--- config.mk ---
export PLATFORM = sky130hd
export DESIGN_NAME = pc_seq_unit
export DESIGN_NICKNAME = d
export VERILOG_FILES = /design/src/rtl/pc_seq_unit_pkg.sv /design/src/rtl/pc_seq_unit_ras_stack.sv /design/src/rtl/pc_seq_unit.sv
export SDC_FILE = /design/constraint.sdc
export NUM_CORES = 1
export LEC_CHECK = 0
export ABC_CLOCK_PERIOD_IN_PS = 4500
export BUFFER_PORTS_ARGS = -buffer_cell sky130_fd_sc_hd__buf_2
export CAP_MARGIN = 20
export CELL_PAD_IN_SITES_DETAIL_PLACEMENT = 0
export CELL_PAD_IN_SITES_GLOBAL_PLACEMENT = 1
export CORE_MARGIN = 2
export CORE_UTILIZATION = 46
export DETAILED_ROUTE_END_ITERATION = 8
export PLACE_DENSITY = 0.78
export SYNTH_ARGS = -nofsm -noshare
export SYNTH_HDL_FRONTEND = slang
export SYNTH_SLANG_ARGS = --single-unit
--- constraint.sdc ---
create_clock -name clk -period 4.5 [get_ports clk]
set_clock_uncertainty 0.1 [all_clocks]
set_input_delay 0.45 -clock clk [delete_from_list [all_inputs] [get_ports clk]]
set_output_delay 0.45 -clock clk [all_outputs]
set_load 0.05 [all_outputs]
--- src/rtl/pc_seq_unit_pkg.sv ---
// Shared definitions for the PC sequencing unit: next-PC mode encodings and
// default reset/exception vectors.
package pc_seq_unit_pkg;

  typedef enum logic [2:0] {
    PC_SEQ  = 3'd0,
    PC_BR   = 3'd1,
    PC_J    = 3'd2,
    PC_JR   = 3'd3,
    PC_CALL = 3'd4,
    PC_RET  = 3'd5
  } pc_mode_e;

  localparam logic [63:0] DEF_RESET_VECTOR = 64'h0;
  localparam logic [63:0] DEF_EXC_VECTOR   = 64'h80;

endpackage

--- src/rtl/pc_seq_unit_ras_stack.sv ---
// Return-address stack: circular buffer that overwrites the oldest entry when
// pushed while full; count saturates at DEPTH.
module ras_stack #(
  parameter int unsigned WIDTH = 32,
  parameter int unsigned DEPTH = 4
) (
  input  logic                       clk,
  input  logic                       rst_n,
  input  logic                       push,
  input  logic                       pop,
  input  logic [WIDTH-1:0]           din,
  output logic [WIDTH-1:0]           dout,
  output logic [$clog2(DEPTH+1)-1:0] count,
  output logic                       empty,
  output logic                       full
);

  localparam int unsigned PW = (DEPTH > 1) ? $clog2(DEPTH) : 1;
  localparam int unsigned CW = $clog2(DEPTH + 1);

  logic [WIDTH-1:0] mem_q [DEPTH];
  logic [WIDTH-1:0] mem_d [DEPTH];
  logic [PW-1:0]    wp_q, wp_d, rd_idx;
  logic [CW-1:0]    cnt_q, cnt_d;

  // wp_q is the next write slot; the top of stack sits one slot below it.
  always_comb begin
    mem_d  = mem_q;
    wp_d   = wp_q;
    cnt_d  = cnt_q;
    rd_idx = (wp_q == '0) ? PW'(DEPTH - 1) : wp_q - PW'(1);
    if (push) begin
      mem_d[wp_q] = din;
      wp_d        = (wp_q == PW'(DEPTH - 1)) ? '0 : wp_q + PW'(1);
      if (cnt_q != CW'(DEPTH)) cnt_d = cnt_q + CW'(1);
    end else if (pop && (cnt_q != '0)) begin
      wp_d  = rd_idx;
      cnt_d = cnt_q - CW'(1);
    end
  end

  always_ff @(posedge clk) begin
    mem_q <= mem_d;
    if (!rst_n) begin
      wp_q  <= '0;
      cnt_q <= '0;
    end else begin
      wp_q  <= wp_d;
      cnt_q <= cnt_d;
    end
  end

  assign dout  = mem_q[rd_idx];
  assign count = cnt_q;
  assign empty = (cnt_q == '0);
  assign full  = (cnt_q == CW'(DEPTH));

endmodule

--- src/rtl/pc_seq_unit.sv ---
// Program-counter sequencer: registered PC with combinational next-PC select
// (seq/branch/jump/register jump/call/return) and a return-address stack.
module pc_seq_unit
  import pc_seq_unit_pkg::*;
#(
  parameter int unsigned      N_BIT        = 32,
  parameter int unsigned      RAS_DEPTH    = 4,
  parameter logic [N_BIT-1:0] RESET_VECTOR = N_BIT'(DEF_RESET_VECTOR),
  parameter logic [N_BIT-1:0] EXC_VECTOR   = N_BIT'(DEF_EXC_VECTOR)
) (
  input  logic             clk,
  input  logic             reset_n,
  input  logic             stall,
  input  logic             exc_req,
  input  logic [2:0]       mode,
  input  logic             branch_taken,
  input  logic [15:0]      imm,
  input  logic [25:0]      jump_target,
  input  logic [N_BIT-1:0] reg_target,
  output logic [N_BIT-1:0] pc,
  output logic [N_BIT-1:0] pc_plus4,
  output logic             ras_empty,
  output logic             ras_full,
  output logic             ras_underflow,
  output logic             misalign
);

  localparam int unsigned CW = $clog2(RAS_DEPTH + 1);

  logic [N_BIT-1:0] pc_q, pc_d;
  logic [N_BIT-1:0] ras_dout, br_target, j_target, jr_target;
  logic [CW-1:0]    ras_count;
  logic             und_q, und_d, mis_q, mis_d;
  logic             push, pop;

  assign pc_plus4  = pc_q + N_BIT'(4);
  assign br_target = pc_plus4 + N_BIT'({{46{imm[15]}}, imm, 2'b00});
  // Built at 64 bits so the upper-PC splice degrades to plain truncation when N_BIT <= 28.
  assign j_target  = N_BIT'((64'(pc_plus4) & ~64'h0FFF_FFFF) | 64'({jump_target, 2'b00}));
  assign jr_target = {reg_target[N_BIT-1:2], 2'b00};

  always_comb begin
    pc_d  = pc_q;
    und_d = 1'b0;
    mis_d = 1'b0;
    push  = 1'b0;
    pop   = 1'b0;
    if (exc_req) begin
      pc_d = {EXC_VECTOR[N_BIT-1:2], 2'b00};
    end else if (!stall) begin
      case (mode)
        PC_BR:   pc_d = branch_taken ? br_target : pc_plus4;
        PC_J:    pc_d = j_target;
        PC_JR: begin
          pc_d  = jr_target;
          mis_d = |reg_target[1:0];
        end
        PC_CALL: begin
          pc_d = j_target;
          push = 1'b1;
        end
        PC_RET: begin
          if (ras_count != '0) begin
            pc_d = ras_dout;
            pop  = 1'b1;
          end else begin
            pc_d  = jr_target;
            und_d = 1'b1;
            mis_d = |reg_target[1:0];
          end
        end
        default: pc_d = pc_plus4;
      endcase
    end
  end

  always_ff @(posedge clk) begin
    if (!reset_n) begin
      pc_q  <= {RESET_VECTOR[N_BIT-1:2], 2'b00};
      und_q <= 1'b0;
      mis_q <= 1'b0;
    end else begin
      pc_q  <= pc_d;
      und_q <= und_d;
      mis_q <= mis_d;
    end
  end

  ras_stack #(
    .WIDTH (N_BIT),
    .DEPTH (RAS_DEPTH)
  ) u_ras (
    .clk   (clk),
    .rst_n (reset_n),
    .push  (push),
    .pop   (pop),
    .din   (pc_plus4),
    .dout  (ras_dout),
    .count (ras_count),
    .empty (ras_empty),
    .full  (ras_full)
  );

  assign pc            = pc_q;
  assign ras_underflow = und_q;
  assign misalign      = mis_q;

endmodule

==> results.json, run 1 <==
{
  "synth-xor-area-share_pct": 4.60,
  "yosysUniqueCellTypes": 71,
  "synth_edf_count": 128,
  "via_count": 7769,
  "grt_max_degree": 34,
  "hp-class": "primary input to flop",
  "hold_violations": 0,
  "drt_iter0_drc": 643,
  "leakage_nw": 4.57,
  "die_area_um2": 21900,
  "area_growth_pct": 19.6,
  "io_pins": 150,
  "critPathTopFamily": "simple AND/OR/NAND/NOR gates",
  "r2r_slack_ns": 0.32,
  "clk_path_buf_depth": 2,
  "synth.area.mux_share_pct": 8.45,
  "crit_chain": "and3_1, nand4_1, nor2_2, nand4_1, xnor2_2, ha_1, and2_1, nor2b_1, nand4_1, a21oi_1, o21ai_1, o31ai_1, mux2i_1, and3_1",
  "synth_top_family_by_area": "compound AO/OA/AOI/OAI gates",
  "fin_nets": 1106,
  "grt_pass1_vias": 7513,
  "startpoint_type": "flop",
  "worst_pin_slew_ns": 1.08,
  "period_minus_slack_ns": 4.18,
  "r2r_end": "pc[31]",
  "cts_sinks": 167,
  "cp_max_fo": 7,
  "cts_tree": "yes",
  "n_fill_cell": 1806,
  "r2r-start": "pc[4]",
  "syn_avg_cell_area_um2": 11.6,
  "antenna_found_initial": 1,
  "relSlewSlack_pct": 27.7,
  "fin_crit_sh_pct": 92.9,
  "hold_buffers": 0,
  "ir_worst_vdd_v": 0.000257,
  "hold_depth": 2,
  "gp_congestion": 0.921,
  "cp_common_cell": "nand4_1",
  "cap_viol_max_count": 0,
  "grt_pass1_wl_mm": 44.7,
  "worstPathRequired_ns": 4.78,
  "clk_transition_reported_paths_ns": 0.07,
  "grt.overflow.total": 0,
  "synth-seq-area-share_pct": 48.6,
  "start_util_pct": 46.9,
  "path_class": "flop to flop",
  "reg2reg_depth": 14,
  "min_from": "reg_target[0]",
  "crit_arrival_ns": 4.47,
  "report.final.setup_viol": 0,
  "synth_simple_gate_area_share_pct": 12.4,
  "cts_root_buf": "clkbuf_16",
  "drive_gt1_share_pct": 27.1,
  "clk-insertion-delay-late_ns": 0.44,
  "async_flop_share_pct": 0,
  "cts_made_buffers": 17,
  "rows": 52,
  "ys_seq_elements": 167,
  "core-area_um2": 20300,
  "power.density_nw_per_um2": 321,
  "ant_nets": 0,
  "design_area_um2": 11400,
  "utilization_pct": 56.1,
  "slowest_stage": "o31ai_1",
  "wl_per_cell_um": 23.5,
  "portBuffers": 149,
  "wl_mm": 29.7,
  "synth_compound_area_share_pct": 17.8,
  "dp_hpwl_mm": 20.8,
  "die_w_um": 148,
  "critical-path-max-stage-delay_ns": 0.49,
  "synth_fa_ha_area_share_pct": 5.68,
  "n_antenna_cell": 0,
  "viasPerCell": 6.14,
  "die_y_um": 148,
  "critPathBufInv": 0,
  "status": "finished clean",
  "ys_warn_count": 0,
  "place_area_um2": 10800,
  "drv_slew": 0,
  "fmax_ghz": 0.239,
  "ys.flop_type": "edfxtp_1",
  "dr.pass1.iters": 5,
  "netlist_instances": 824,
  "grtUsageTotal_pct": 27.6,
  "cts.htree.levels": 4,
  "multi_input_area_um2": 4780,
  "min_to": "misalign",
  "post_cts_buffers": 0,
  "end_kind": "flop",
  "drc": 0,
  "register_area_um2": 4620,
  "synthesis.nets": 948,
  "synth_area_um2": 9520
}
[cells in the mapped netlist (3+ instances only)]
| library cell | count | share of area, % |
|---|---|---|
| o211a_1 | 4 | 0.42 |
| nor3_1 | 13 | 0.68 |
| and3_1 | 7 | 0.46 |
| buf_2 | 5 | 0.26 |
| clkbuf_1 | 28 | 1.1 |
| a22oi_1 | 9 | 0.71 |
| o21a_1 | 9 | 0.71 |
| o21bai_1 | 6 | 0.47 |
| a211o_1 | 5 | 0.46 |
| buf_4 | 4 | 0.32 |
| nand4_1 | 13 | 0.85 |
| a21boi_0 | 3 | 0.24 |
| a21oi_1 | 47 | 2.5 |
| o21ai_1 | 12 | 0.63 |
| a22o_1 | 17 | 1.6 |
| nor2_1 | 42 | 1.7 |
| mux4_2 | 31 | 7.3 |
| inv_1 | 18 | 0.71 |
| dfxtp_1 | 39 | 8.2 |
| a21o_1 | 21 | 1.7 |
| mux2i_1 | 8 | 0.84 |
| nand2_1 | 58 | 2.3 |
| a221oi_1 | 18 | 1.7 |
| o211ai_1 | 11 | 0.87 |
| and2_1 | 15 | 0.99 |
| nand3b_1 | 4 | 0.32 |
| nand2b_1 | 6 | 0.39 |
| a222oi_1 | 4 | 0.42 |
| a221o_1 | 8 | 0.84 |
| a211oi_1 | 3 | 0.24 |
| o22ai_1 | 4 | 0.26 |
| and4_1 | 5 | 0.46 |
| o21ai_0 | 34 | 1.8 |
| xnor2_1 | 32 | 2.9 |
| edfxtp_1 | 128 | 40 |
| a31oi_1 | 12 | 0.79 |
| xor2_1 | 18 | 1.7 |
| o31ai_1 | 5 | 0.39 |
| or3_1 | 3 | 0.20 |
| nor4_1 | 3 | 0.20 |
| nand3_1 | 30 | 1.6 |
| ha_1 | 40 | 5.3 |
| nor2b_1 | 9 | 0.59 |
[worst max-delay path by stage]
stage	cells after the start	end	slack, ns	startpoint
finish	14	pc[31]	0.32	pc[4]
global route	14	pc[31]	-0.007	pc[4]
CTS	14	pc[31]	0.27	pc[9]
detailed placement	14	pc[31]	0.30	pc[9]
global placement	14	pc[31]	0.49	pc[9]
floorplan	14	pc[21]	-0.04	pc[2]
[logic make-up after synthesis]
logic type | Yosys count
compound gates | 244
xor+xnor | 50
fa+ha+maj | 42
buf+inv | 58
flops | 167
mux | 40
simple gates | 223
[final cells by class]
cell class              count  area share (%)
well taps                 270            2.97
multi-input cells         599            42.0
repair buffers            179            8.63
flip-flops and latches    167            40.6
inverters                  18           0.593
clock inverters            14            1.48
clock buffers              18            3.77
[flip-flops by register name, indices dropped and copies added (netlist names)]
register and flops:
u_ras.mem_q 128, pc 32, u_ras.count 3, u_ras.wp_q 2, misalign 1, ras_underflow 1
[per-layer routing]
metal	wire length [µm]	vias to the layer above	track usage [%]	share of wire (%)
met5	0	-	0	0
met4	733	0	8.33	2.5
met3	2340	53	5.49	7.9
met2	13700	344	44.0	46
met1	12900	3805	38.4	44
li1	-	3567	-	-
[power by group]
group	switching [mW]	total (mW)	internal, mW
Sequential	0.0158	1.68	1.66
Clock	0.658	1.49	0.833
Combinational	0.319	0.489	0.170
Total	0.993	3.66	2.66
[layout by cell type (no fill, tap or decap), drive strengths merged, types with 21 or more instances in the layout]
master  count
buf       179
edfxtp    128
nand2      58
a21oi      48
o21ai      46
nor2       42
ha         40
dfxtp      39
mux4       32
xnor2      32
nand3      31
inv        22
a21o       21
[what timing repair did]
item,in CTS,in global routing
gates resized for setup,0,1
setup endpoints to repair,0,1
hold endpoints to repair,0,0
[through the flow]
step | hold slack [ns] | power, mW | std cells | setup TNS (ns) | setup WS (ns)
floorplan | 0.368 | 2.02 | 824 | -0.0438 | -0.0424
global placement | 0.387 | 2.19 | 1233 | 0 | 0.488
detailed placement | 0.409 | 2.19 | 1233 | 0 | 0.295
CTS | 0.127 | 3.66 | 1265 | 0 | 0.270
global route | 0.142 | 3.76 | 1265 | -0.00679 | -0.00679
finish | 0.139 | 3.66 | 1265 | 0 | 0.318
Note: power is estimated with default switching activity, not from simulation.
==> run 2: changes to the inputs <==
--- a/config.mk
+++ b/config.mk
@@ -6,14 +6,14 @@
 export NUM_CORES = 1
 export LEC_CHECK = 0
 export ABC_CLOCK_PERIOD_IN_PS = 4500
-export BUFFER_PORTS_ARGS = -buffer_cell sky130_fd_sc_hd__buf_2
 export CAP_MARGIN = 20
 export CELL_PAD_IN_SITES_DETAIL_PLACEMENT = 0
 export CELL_PAD_IN_SITES_GLOBAL_PLACEMENT = 1
 export CORE_MARGIN = 2
-export CORE_UTILIZATION = 46
+export CORE_UTILIZATION = 50
 export DETAILED_ROUTE_END_ITERATION = 8
-export PLACE_DENSITY = 0.78
+export DONT_BUFFER_PORTS = 1
+export PLACE_DENSITY = 0.76
 export SYNTH_ARGS = -nofsm -noshare
 export SYNTH_HDL_FRONTEND = slang
 export SYNTH_SLANG_ARGS = --single-unit
==> run 2 against run 1 <==
Net effect: design area decreased by 3.3%; sequential cell count unchanged; largest cell class unchanged; die area decreased by 7.8%; global-route usage increased by 3.2 points; critical endpoint is now pc[24]; sequential share of layout area increased by 1.4 points.
==> results.json, run 2 (synthesis gave the netlist of run 1 again) <==
{
  "viasPerCell": 6.66,
  "clk_transition_reported_paths_ns": 0.07,
  "antenna_found_initial": 0,
  "report.final.setup_viol": 0,
  "relSlewSlack_pct": 23.3,
  "hold_violations": 0,
  "dr_wl_met3_mm": 2.56,
  "ir_worst_vdd_v": 0.000419,
  "fin_crit_sh_pct": 96.3,
  "n_fill_cell": 1519,
  "critical-path-max-stage-delay_ns": 0.48,
  "period_minus_slack_ns": 4.33,
  "grt_max_degree": 34,
  "fmax_ghz": 0.231,
  "crit_chain": "and3_1, nand3_1, nor2_1, nand2_1, xnor2_2, ha_1, o21a_1, o211ai_1, a21oi_1, a31oi_1, o21bai_1, nand4_1, nor3b_1, o22ai_1",
  "post_cts_buffers": 0,
  "portBuffers": 0,
  "hp-class": "primary input to flop",
  "fin_nets": 995,
  "grtUsageTotal_pct": 30.7,
  "dr.pass1.iters": 6,
  "design_area_um2": 11000,
  "die_y_um": 142,
  "die_w_um": 142,
  "rsz0062_at_grt": "false",
  "worstPathRequired_ns": 4.70,
  "slowest_stage": "a31oi_1",
  "multi_input_area_um2": 4900,
  "mostFrequentLayoutCells": "edfxtp_1, buf_4, nand2_1, a21oi_1",
  "via_count": 7442,
  "cts_root_buf": "clkbuf_16",
  "wl_mm": 30.4,
  "die_area_um2": 20200,
  "finalWorstSetupSlack_ns": 0.165,
  "met1_length_mm": 12.8,
  "area_growth_pct": 15.6,
  "dp_hpwl_mm": 22.4,
  "startpoint_type": "flop",
  "drive_gt1_share_pct": 19.7,
  "utilization_pct": 58.9,
  "grt_pass1_wl_mm": 45.5,
  "cp_max_fo": 6,
  "route.met2.wl_mm": 14.5,
  "power.density_nw_per_um2": 334,
  "top_layer_used": "met4",
  "clk-insertion-delay-late_ns": 0.43,
  "wl_per_cell_um": 27.2,
  "cts_made_buffers": 17,
  "power_mw": 3.68,
  "start_util_pct": 50.9,
  "cts_tree": "yes",
  "drv_slew": 0,
  "place_ws_ns": 0.345,
  "drc": 0,
  "grt_pass1_vias": 7433,
  "clk_path_buf_depth": 2,
  "place_area_um2": 10400,
  "worst_pin_slew_ns": 1.14,
  "status": "finished clean",
  "path_class": "flop to flop",
  "end_kind": "flop",
  "largest_reg_flops": 128,
  "ant_nets": 0,
  "cts_sinks": 167,
  "rows": 50,
  "leakage_nw": 4.22,
  "gp_congestion": 0.957,
  "drt_iter0_drc": 708,
  "cts.htree.levels": 4,
  "cap_viol_max_count": 0,
  "io_pins": 150,
  "core-area_um2": 18700,
  "register_area_um2": 4620,
  "crit_arrival_ns": 4.54,
  "n_antenna_cell": 0,
  "final_common_cell": "edfxtp_1",
  "regMostFlops": "u_ras.mem_q",
  "grt.overflow.total": 0
}
-- run 2: cell count changes in the layout (fill, tap and decap cells not counted), sizes merged --
cell	delta
buf	-111
clkinv	-3
inv	+3
clkbuf	-1
bufinv	+1
-- run 2: worst paths after layout --
kind / startpoint / end / slack [ns] / depth (start not counted)
setup reg to reg: pc[5] / pc[24] / 0.17 / 14
hold / removal: reset_n / u_ras.wp_q[1] / 0.04 / 1
hold reg to reg: u_ras.count[2] / u_ras.count[2] / 0.45 / 2
setup / recovery: pc[5] / pc[24] / 0.17 / 14
-- run 2: critical path, delay by kind of cell, from the launching register on --
family / cells / cell delay (ns)
AO/OA/AOI/OAI: 6 / 1.57
adder cells (fa/ha/maj): 1 / 0.37
AND/OR/NAND/NOR: 6 / 1.52
XOR/XNOR: 1 / 0.17
flip-flops: 1 / 0.46
-- run 2: metal layers --
metal  vias to the layer above  GRT usage (%)
met5                         -              0
met4                         0           8.68
met3                        39           7.34
met2                       341           50.4
met1                      3732           41.1
li1                       3330              -
-- run 2: timing repair --
action / CTS / global route
setup endpoints to repair: 0 / 1
gates resized for setup: 0 / 1
hold buffers: 0 / 0
-- run 2: area by class of cell --
class	count	area share, %
clock buffer	17	3.86
sequential	167	42.0
multi-input combinational	599	44.5
clock inverter	15	1.73
tap	234	2.66
inverter	18	0.613
timing repair buffer	68	4.64
-- run 2: report_power, final --
part	switching [mW]	internal, mW
Clock	0.667	0.888
Sequential	0.0155	1.66
Combinational	0.295	0.149
-- run 2: metrics by stage --
step           setup TNS [ns]  cells  hold WS (ns)
2_1_floorplan         -0.0438    824         0.368
3_3_place_gp                0   1086         0.379
3_5_place_dp                0   1086         0.442
4_1_cts                     0   1118        0.0245
5_1_grt                     0   1118        0.0315
6_report                    0   1118        0.0414
==> run 3: changes to the inputs <==
--- a/config.mk
+++ b/config.mk
@@ -11,9 +11,11 @@
 export CELL_PAD_IN_SITES_GLOBAL_PLACEMENT = 1
 export CORE_MARGIN = 2
 export CORE_UTILIZATION = 50
+export CTS_CLUSTER_SIZE = 20
 export DETAILED_ROUTE_END_ITERATION = 8
 export DONT_BUFFER_PORTS = 1
 export PLACE_DENSITY = 0.76
 export SYNTH_ARGS = -nofsm -noshare
 export SYNTH_HDL_FRONTEND = slang
+export SYNTH_HIERARCHICAL = 1
 export SYNTH_SLANG_ARGS = --single-unit
==> run 3 against run 2 <==
Net effect: first-iteration DRC count grew 40%; via count increased by 3.0%; clock-buffer cell count stayed put; critical endpoint is now pc[19]; worst hold slack gained 0.0036 ns; critical path type unchanged; largest power group unchanged.
==> results.json, run 3 <==
{
  "status": "finished clean",
  "ys.flop_type": "edfxtp_1",
  "core-area_um2": 18800,
  "place_ws_ns": 0.465,
  "grt.overflow.total": 0,
  "n_fill_cell": 1552,
  "drt_iter0_drc": 991,
  "yosysUniqueCellTypes": 85,
  "die_y_um": 142,
  "viasPerCell": 6.83,
  "synth_area_um2": 9590,
  "synthesis.nets": 955,
  "ys_warn_count": 6,
  "grt_max_degree": 42,
  "report.final.setup_viol": 0,
  "clk-insertion-delay-late_ns": 0.44,
  "hold_violations": 0,
  "n_antenna_cell": 0,
  "clk_transition_reported_paths_ns": 0.08,
  "worstPathRequired_ns": 4.71,
  "design_area_um2": 11000,
  "slowest_stage": "nor4_1",
  "crit_arrival_ns": 4.46,
  "largest_reg_flops": 128,
  "post_cts_buffers": 0,
  "syn_avg_cell_area_um2": 11.5,
  "io_pins": 150,
  "drc": 0,
  "fin_nets": 1000,
  "portBuffers": 0,
  "mostFrequentLayoutCells": "edfxtp_1, buf_4, nor2_1, nand2_1, a21oi_1",
  "cap_viol_max_count": 0,
  "seq_power_share_pct": 46.9,
  "power_switching_mw": 1.03,
  "worst_pin_slew_ns": 1.10,
  "rows": 50,
  "grt_pass1_vias": 7504,
  "end_kind": "flop",
  "die_w_um": 142,
  "synth-seq-area-share_pct": 48.2,
  "cts_resized": 0,
  "netlist_instances": 831,
  "cts.htree.levels": 4,
  "fin_crit_sh_pct": 94.4,
  "relSlewSlack_pct": 26.9,
  "finalWorstSetupSlack_ns": 0.251,
  "ys_seq_elements": 167,
  "cp_max_fo": 6,
  "async_flop_share_pct": 0,
  "multi_input_area_um2": 4800,
  "setup_tns_ns": 0,
  "die_area_um2": 20300,
  "dp_hpwl_mm": 22.6,
  "hp-class": "primary input to flop",
  "ir_worst_vdd_v": 0.000215,
  "drv_slew": 0,
  "area_growth_pct": 14.3,
  "ant_nets": 0,
  "antenna_found_initial": 0,
  "cts_sinks": 167,
  "via_count": 7667,
  "utilization_pct": 58.4,
  "sw_frac_of_total_pct": 28.7,
  "register_area_um2": 4630,
  "cts_tree": "yes",
  "comb_power_share_pct": 12.9,
  "yosysTopAreaCell": "edfxtp_1",
  "place_area_um2": 10300,
  "cts_made_buffers": 17,
  "leakage_nw": 4.07,
  "fmax_ghz": 0.235,
  "startpoint_type": "flop",
  "wl_mm": 30.4,
  "hold_buffers": 0,
  "synth_top_area_share_pct": 40.1,
  "pwr-share-clk_pct": 40.3,
  "dr.pass1.iters": 5,
  "synthTopCellsByCount": "edfxtp_1, nor2_1, a21oi_1, nand2_1, ha_1",
  "grt_pass1_wl_mm": 45.7,
  "critical-path-max-stage-delay_ns": 0.51,
  "p_int_mw": 2.56,
  "wl_per_cell_um": 27.1,
  "start_util_pct": 51.1,
  "synth_edf_count": 128,
  "stdcell_count": 1123,
  "regMostFlops": "u_ras/mem_q",
  "gp_congestion": 0.969,
  "cts_root_buf": "clkbuf_16",
  "grtUsageTotal_pct": 30.5,
  "drive_gt1_share_pct": 20.4,
  "final_common_cell": "edfxtp_1",
  "power.density_nw_per_um2": 327,
  "crit_chain": "ha_1, nand4_1, nor4_1, xor2_1, ha_1, a21oi_1, o21ai_0, a31oi_1, a21bo_1, a21boi_0, o21ai_0, mux2i_1, or3b_1",
  "path_class": "flop to flop",
  "placedCellCount": 1089,
  "synth.most_common_cell": "edfxtp_1",
  "yosys-top-cells-area": "edfxtp_1, dfxtp_1, mux4_2, ha_1, a21oi_1",
  "rsz0062_at_grt": "false",
  "clk_path_buf_depth": 2,
  "period_minus_slack_ns": 4.25
}
==> run 3: cell count changes in the layout (fill, tap and decap cells not counted), sizes merged, moves of 7 or more <==
cell / change
nor2b: -9
a22o: -17
and2: -7
a222oi: +10
inv: +17
a31oi: +7
nor2: +15
a21o: -10
==> run 3: kinds of logic (layout without fill, tap and decap cells) <==
group	after synthesis	after routing	synth area share, %
compound gates	241	241	18.0
xor+xnor	42	42	3.92
fa+ha+maj	42	42	5.64
buf+inv	76	134	3.78
flops	167	167	48.2
mux	36	36	8.01
simple gates	227	227	12.5
==> run 3: layout make-up <==
cell class,instances,area share [%]
clock inverter,15,1.53
tap,234,2.67
sequential,167,42.2
inverter,33,1.13
timing repair buffer,69,4.83
clock buffer,17,3.88
multi-input combinational,588,43.8
==> run 3: per-stage QoR <==
stage	hold slack (ns)	power, mW
after floorplan	0.400	2.04
after global placement	0.423	2.16
after detailed placement	0.444	2.17
after CTS	0.0189	3.59
after global routing	0.0348	3.70
final	0.0450	3.59
==> run 3: path summary, 6_finish.rpt <==
path | cells after the start | to | startpoint | slack, ns
setup / recovery | 13 | pc[19] | pc[2] | 0.25
hold / removal | 1 | misalign | reg_target[0] | 0.05
setup reg to reg | 13 | pc[19] | pc[2] | 0.25
hold reg to reg | 2 | u_ras/wp_q[1] | u_ras/wp_q[1] | 0.46
==> run 3: critical path: cells and delay by family (launching register included) <==
family / cells / cell delay, ns
AOI/OAI and AO/OA: 6 / 1.51
and+or+nand+nor: 3 / 1.17
adders and majority gates: 2 / 0.51
DFF: 1 / 0.36
xor gates and xnor gates: 1 / 0.24
muxes: 1 / 0.24
==> run 3: layer usage <==
layer | global-route usage, % | part of all wire (%) | up-vias | wire (µm)
met2 | 45.5 | 45 | 398 | 13600
met3 | 8.75 | 9.7 | 49 | 2940
li1 | - | - | 3382 | -
met1 | 43.4 | 43 | 3838 | 13200
met5 | 0 | 0 | - | 0
met4 | 9.22 | 2.3 | 0 | 714
==> run 3: power groups by stage <==
stage                     sequential, mW  clock, mW  combinational, mW
final                               1.68       1.44              0.462
after global routing                1.68       1.52              0.494
after CTS                           1.68       1.46              0.453
after detailed placement            1.72          0              0.451
after global placement              1.71          0              0.446
after floorplan                     1.75          0              0.290
